## src/rtl/issue_select_pkg.sv

```systemverilog
// ---------------------------------------------------------------------------
// issue_select_pkg
//   Shared types and helpers for the dual-issue select stage.
//   - reg_addr_t  : architectural register index (full 5-bit width)
//   - iq_elem_t   : issue queue element as seen by the select stage
//   - writes_reg  : true when an element allocates a scoreboard entry
//   - pair_hazard : RAW/WAW check between an older and a younger element
// ---------------------------------------------------------------------------
package issue_select_pkg;

  localparam int ISQ_NUM_REGS = 32;
  localparam int REG_ADDR_W   = 5;

  typedef logic [REG_ADDR_W-1:0] reg_addr_t;

  typedef struct packed {
    reg_addr_t rs;
    reg_addr_t rt;
    reg_addr_t rd;
    logic      use_rs;
    logic      use_rt;
    logic      reg_write;
    logic      is_lsu;
  } iq_elem_t;

  // r0 is hardwired, so writes to it never make anything busy.
  function automatic logic writes_reg(input iq_elem_t e);
    return e.reg_write && (e.rd != '0);
  endfunction

  // The younger element must not read or overwrite the older one's result
  // within the same issue group.
  function automatic logic pair_hazard(input iq_elem_t older, input iq_elem_t younger);
    logic raw;
    logic waw;
    raw = writes_reg(older) &&
          ((younger.use_rs && (younger.rs == older.rd)) ||
           (younger.use_rt && (younger.rt == older.rd)));
    waw = writes_reg(older) && younger.reg_write && (younger.rd == older.rd);
    return raw || waw;
  endfunction

endpackage

```

## src/rtl/issue_select_scoreboard.sv

```systemverilog
// ---------------------------------------------------------------------------
// issue_scoreboard
//   Busy-bit scoreboard for architectural registers.
//   Ports:
//     clk, rst          clock, synchronous active-high reset
//     flush             clears every busy bit on the next edge
//     set_en/set_addr   two allocation ports (issued destinations)
//     clr_en/clr_addr   two writeback ports
//     src_use/src_addr  four source lookups
//     src_ready         per-source readiness, including writeback bypass
//     busy              current busy vector
// ---------------------------------------------------------------------------
module issue_scoreboard
  import issue_select_pkg::*;
#(
  parameter int NUM_REGS = ISQ_NUM_REGS
) (
  input  logic                clk,
  input  logic                rst,
  input  logic                flush,
  input  logic [1:0]          set_en,
  input  reg_addr_t [1:0]     set_addr,
  input  logic [1:0]          clr_en,
  input  reg_addr_t [1:0]     clr_addr,
  input  logic [3:0]          src_use,
  input  reg_addr_t [3:0]     src_addr,
  output logic [3:0]          src_ready,
  output logic [NUM_REGS-1:0] busy
);

  logic [NUM_REGS-1:0] busy_next;

  function automatic logic port_hit(input logic [1:0] en, input reg_addr_t [1:0] addr,
                                    input int r);
    logic h;
    h = 1'b0;
    for (int j = 0; j < 2; j++) begin
      if (en[j] && (int'(addr[j]) == r)) h = 1'b1;
    end
    return h;
  endfunction

  // Addresses outside the tracked range read as not busy instead of wrapping.
  function automatic logic busy_at(input logic [NUM_REGS-1:0] vec, input reg_addr_t a);
    logic b;
    b = 1'b0;
    for (int r = 0; r < NUM_REGS; r++) begin
      if (int'(a) == r) b = vec[r];
    end
    return b;
  endfunction

  function automatic logic clr_hit(input logic [1:0] en, input reg_addr_t [1:0] addr,
                                   input reg_addr_t a);
    return (en[0] && (addr[0] == a)) || (en[1] && (addr[1] == a));
  endfunction

  // A writeback in the current cycle makes its register ready immediately.
  always_comb begin
    src_ready = '0;
    for (int i = 0; i < 4; i++) begin
      src_ready[i] = !src_use[i] || (src_addr[i] == '0) ||
                     !busy_at(busy, src_addr[i]) ||
                     clr_hit(clr_en, clr_addr, src_addr[i]);
    end
  end

  // Set is applied after clear so an allocation wins over a same-cycle writeback.
  always_comb begin
    busy_next = busy;
    for (int r = 0; r < NUM_REGS; r++) begin
      if (port_hit(clr_en, clr_addr, r)) busy_next[r] = 1'b0;
      if (port_hit(set_en, set_addr, r)) busy_next[r] = 1'b1;
    end
    busy_next[0] = 1'b0;
  end

  always_ff @(posedge clk) begin
    if (rst || flush) begin
      busy <= '0;
    end else begin
      busy <= busy_next;
    end
  end

endmodule

```

## src/rtl/issue_select.sv

```systemverilog
// ---------------------------------------------------------------------------
// issue_select
//   In-order dual-issue select stage behind the issue queue. Inspects the two
//   oldest queue entries, decides how many issue this cycle (returned to the
//   queue combinationally) and loads them into two execution-pipe registers.
//   Ports:
//     clk, rst       clock, synchronous active-high reset
//     iq_data        queue head entries, [0] oldest
//     iq_size        number of valid entries in iq_data (0..2)
//     issue_number   entries popped this cycle (0..2)
//     ex_ready       pipe i consumes ex_inst[i] this cycle
//     ex_valid       pipe register i holds an instruction
//     ex_inst        pipe registers; pipe 0 = ALU+LSU, pipe 1 = ALU only
//     wb_valid       writeback port active
//     wb_dest        writeback destination register
//     flush          pipeline redirect, drops all in-flight state
// ---------------------------------------------------------------------------
module issue_select
  import issue_select_pkg::*;
#(
  parameter int NUM_REGS = ISQ_NUM_REGS
) (
  input  logic            clk,
  input  logic            rst,
  input  iq_elem_t [1:0]  iq_data,
  input  logic [1:0]      iq_size,
  output logic [1:0]      issue_number,
  input  logic [1:0]      ex_ready,
  output logic [1:0]      ex_valid,
  output iq_elem_t [1:0]  ex_inst,
  input  logic [1:0]      wb_valid,
  input  reg_addr_t [1:0] wb_dest,
  input  logic            flush
);

  iq_elem_t            slot0;
  iq_elem_t            slot1;
  logic [1:0]          pipe_free;
  logic [3:0]          src_use;
  reg_addr_t [3:0]     src_addr;
  logic [3:0]          src_ready;
  logic [1:0]          set_en;
  reg_addr_t [1:0]     set_addr;
  logic                slot0_go;
  logic                slot1_go;
  logic [NUM_REGS-1:0] busy;

  assign slot0 = iq_data[0];
  assign slot1 = iq_data[1];

  // A pipe register can accept a new instruction when empty or draining.
  assign pipe_free = ~ex_valid | ex_ready;

  assign src_use  = {slot1.use_rt, slot1.use_rs, slot0.use_rt, slot0.use_rs};
  assign src_addr = {slot1.rt, slot1.rs, slot0.rt, slot0.rs};

  issue_scoreboard #(
    .NUM_REGS (NUM_REGS)
  ) u_sb (
    .clk       (clk),
    .rst       (rst),
    .flush     (flush),
    .set_en    (set_en),
    .set_addr  (set_addr),
    .clr_en    (wb_valid),
    .clr_addr  (wb_dest),
    .src_use   (src_use),
    .src_addr  (src_addr),
    .src_ready (src_ready),
    .busy      (busy)
  );

  // Select: slot1 only follows slot0, never issues alone, and never to the
  // LSU-less pipe when it is a memory op.
  always_comb begin
    slot0_go = !rst && !flush && (iq_size >= 2'd1) &&
               src_ready[0] && src_ready[1] && pipe_free[0];
    slot1_go = slot0_go && (iq_size == 2'd2) &&
               src_ready[2] && src_ready[3] && !slot1.is_lsu &&
               pipe_free[1] && !pair_hazard(slot0, slot1);
  end

  assign issue_number = {1'b0, slot0_go} + {1'b0, slot1_go};

  always_comb begin
    set_en[0]   = slot0_go && writes_reg(slot0);
    set_en[1]   = slot1_go && writes_reg(slot1);
    set_addr[0] = slot0.rd;
    set_addr[1] = slot1.rd;
  end

  // ---- stage boundary: select -> execution-pipe input registers ----
  always_ff @(posedge clk) begin
    if (rst) begin
      ex_valid <= '0;
      ex_inst  <= '0;
    end else if (flush) begin
      ex_valid <= '0;
    end else begin
      if (slot0_go) begin
        ex_valid[0] <= 1'b1;
        ex_inst[0]  <= slot0;
      end else if (pipe_free[0]) begin
        ex_valid[0] <= 1'b0;
      end
      if (slot1_go) begin
        ex_valid[1] <= 1'b1;
        ex_inst[1]  <= slot1;
      end else if (pipe_free[1]) begin
        ex_valid[1] <= 1'b0;
      end
    end
  end

endmodule

```

## config.mk

```make
export PLATFORM = sky130hd
export DESIGN_NAME = issue_select
export DESIGN_NICKNAME = d
export VERILOG_FILES = /design/src/rtl/issue_select_pkg.sv /design/src/rtl/issue_select_scoreboard.sv /design/src/rtl/issue_select.sv
export SDC_FILE = /design/constraint.sdc
export NUM_CORES = 1
export LEC_CHECK = 0
export CORE_MARGIN = 2
export CORE_UTILIZATION = 35
export CTS_BUF_LIST = sky130_fd_sc_hd__clkbuf_4 sky130_fd_sc_hd__clkbuf_8
export CTS_CLUSTER_DIAMETER = 200
export DETAILED_ROUTE_END_ITERATION = 7
export GPL_ROUTABILITY_DRIVEN = 0
export REMOVE_ABC_BUFFERS = 1
export SKIP_CTS_REPAIR_TIMING = 1
export SYNTH_ARGS = -nofsm -noshare
export SYNTH_HDL_FRONTEND = slang
export SYNTH_SLANG_ARGS = --single-unit
```

## constraint.sdc

```tcl
create_clock -name clk -period 4 [get_ports clk]
set_input_delay 0.8 -clock clk [delete_from_list [all_inputs] [get_ports clk]]
set_output_delay 0.8 -clock clk [all_outputs]
set_load 0.01 [all_outputs]
```

==> reports/qor.yml <==
place:
  hpwlAfterDp_mm: 20.2
  placed_area_sq_um: 8560
  portBuffers: 98
setup_path:
  cp.arrival_ns: 3.13
  slowest_stage: "clkdlybuf4s50_1"
  reg2reg_slack_ns: 0.88
  rr_endpoint: "u_sb.busy[7]$_SDFFE_PP0P_"
  worstSetupEndpoint: "issue_number[0]"
  worstSetupStartpoint: "iq_data[33]"
  crit_type: "in2out"
  crit_chain: "clkdlybuf4s50_1, buf_6, buf_4, nor2_1, o21ai_0, nand3_1, o311ai_2, a211oi_2, o22a_2, o211ai_4, inv_4, ha_1, clkbuf_2"
  r2r_cells: 10
  worstPathMaxFanout: 13
  r2r-start: "u_sb.busy[3]$_SDFFE_PP0P_"
  end_kind: "primary output"
  crit_required_ns: 3.20
  max_stage_delay_ns: 0.47
  critPathLaunchType: "input pin"
global_routing:
  grt_use_total: 0.266
  antenna_found_initial: 0
  grt_start_max_net_pins: 52
  grt_pass1_wl_mm: 40.6
  grt-ovfl-total: 0
  grt_pass1_vias: 6774
sta:
  rsz0062_at_grt: "no"
  finalHoldViolCount: 0
  max_freq_mhz: 254
  finalSetupViolCount: 0
  period_share: 0.983
  maxSlewHeadroom: 0.414
  slew_viol_final: 0
  period_needed_ns: 3.93
  holdWs_ns: 0.479
  fin_skew_ns: 0.0149
  worstMarginPinSlew_ns: 0.872
logic_synthesis:
  ys_ff_latch: 71
  ys_dominant_reg_cell: "dfxtp_1"
  synthTopCellsByArea: "dfxtp_1, mux2i_1, nand2b_1, xor2_1, nor2_1"
  synth_top_cell_by_area: "dfxtp_1"
  ys_seq_area_frac: 0.220
  synth_edf_count: 0
  syn_inst: 826
  netlist_area_sq_um: 6460
  synth-async-reset-ratio: 0
  syn_area_per_cell_sq_um: 7.82
  synth.distinct_cells: 75
  synth_top_area_frac: 0.220
  yosys_warnings: 0
routing:
  num_vias: 7560
  first_iter_violations: 976
  viasPerCell: 6.02
  drtPass1Iterations: 6
  drc_errors: 0
  wire_per_inst_um: 21.8
  ant_nets: 0
  drt-total-wl_mm: 27.4
floorplan:
  ioPinCount: 99
  num_rows: 49
  start_util: 0.359
  die_width_um: 140
  dieArea_sq_um: 19600
  chipHeight_um: 140
  fp.coreArea_sq_um: 18000
flow_run:
  drv_cap: 0
cts:
  h-tree-depth: 3
  cts_inserted_buffers: 9
  clk_pin_slew_ns: 0.09
  cts_buffer_depth: 2
  ctsRootBufferMaster: "clkbuf_8"
  worstSkewPairLatency_ns: 0.39
  clock_sinks: 71
  tritoncts: "done"
final_layout:
  layout_common_cells: "buf_4, dfxtp_1, clkdlybuf4s50_1"
  nets: 1080
  design_area_sq_um: 9100
  area_growth_pct: 40.9
  drive_gt1_frac: 0.250
  antenna_cells: 0
  mostFrequentLayoutCell: "buf_4"
power_and_ir_drop:
  vdd.ir_drop.worst_v: 0.000162
  leakage_nw: 3.55
  powerDensity_nw_per_um2: 221
  finalPower_mw: 2.01
run_status:
  outcome: "finished clean"
min_path:
  hold_path.class: "reg2reg"
-- layout make-up --
class                           count  area, sq um
Fill cell                        1822         8920
Multi-Input combinational cell    653         4730
Timing Repair Buffer              265         2370
Sequential cell                    71         1420
Tap cell                          229          287
Clock buffer                        9          124
Inverter                           22         92.6
Clock inverter                      7         78.8
-- synthesized netlist by cell type, drive strengths merged, types with 10 or more instances --
library cell,n
a32oi,11
nand3b,10
nor2b,28
buf,43
mux2,13
nor2,59
nand3,33
nor3b,15
nand2b,49
a31o,15
a21oi,23
nor4,13
nand2,37
a22oi,21
xnor2,23
a31oi,16
mux2i,43
o21ai,30
a32o,13
clkbuf,37
dfxtp,71
o31ai,17
nor3,17
inv,22
xor2,32
-- per-stage QoR --
step                      instances   util  setup TNS [ns]  setup slack, ns
after floorplan                 746      -           -1.47           -0.767
after global placement         1230  0.475           -3.69           -0.767
after detailed placement       1230  0.475           -5.29           -0.815
after CTS                      1246  0.486           -1.57           -0.820
after global routing           1256  0.505               0         0.000963
final                          1256  0.505               0           0.0679
-- state kept, by name (all words and copies together) (netlist names) --
name       flops
ex_valid       2
u_sb.busy     31
ex_inst       38
-- critical path, delay by kind of cell --
kind                     cells  cell delay [ns]
AO/OA/AOI/OAI                5             0.93
adder cells (fa/ha/maj)      1             0.27
buffers and inverters        5             0.94
AND/OR/NAND/NOR              2             0.18
-- worst min-delay path by stage --
stage,start,endpoint,cells past startpoint
3_5_place_dp,ex_inst[24]$_SDFFE_PP0P_,ex_inst[24]$_SDFFE_PP0P_,2
5_1_grt,ex_inst[37]$_SDFFE_PP0P_,ex_inst[37]$_SDFFE_PP0P_,2
4_1_cts,ex_inst[24]$_SDFFE_PP0P_,ex_inst[24]$_SDFFE_PP0P_,2
6_report,ex_inst[37]$_SDFFE_PP0P_,ex_inst[37]$_SDFFE_PP0P_,2
3_3_place_gp,ex_inst[21]$_SDFFE_PP0P_,ex_inst[21]$_SDFFE_PP0P_,2
2_1_floorplan,ex_inst[21]$_SDFFE_PP0P_,ex_inst[21]$_SDFFE_PP0P_,2
-- per-layer routing --
metal	share of wire	vias to the layer above	GRT usage
met1	0.41	3523	0.359
met4	0.043	0	0.102
met5	0	-	0
met3	0.097	81	0.0564
li1	-	3491	-
met2	0.45	465	0.416
-- cell families after synthesis --
group | synth area share
and+or+nand+nor | 0.270
AOI/OAI and AO/OA | 0.271
buffers and inverters | 0.0732
DFF | 0.220
muxes | 0.0898
xor gates and xnor gates | 0.0745
adders and majority gates | 0.00194
-- report_power, final --
group	leakage, nW	total, mW	switching [mW]	internal [mW]
Combinational	2.87	0.643	0.334	0.309
Sequential	0.574	0.729	0.00883	0.720
Clock	0.104	0.639	0.345	0.295
(Power assumes the default switching activity.)
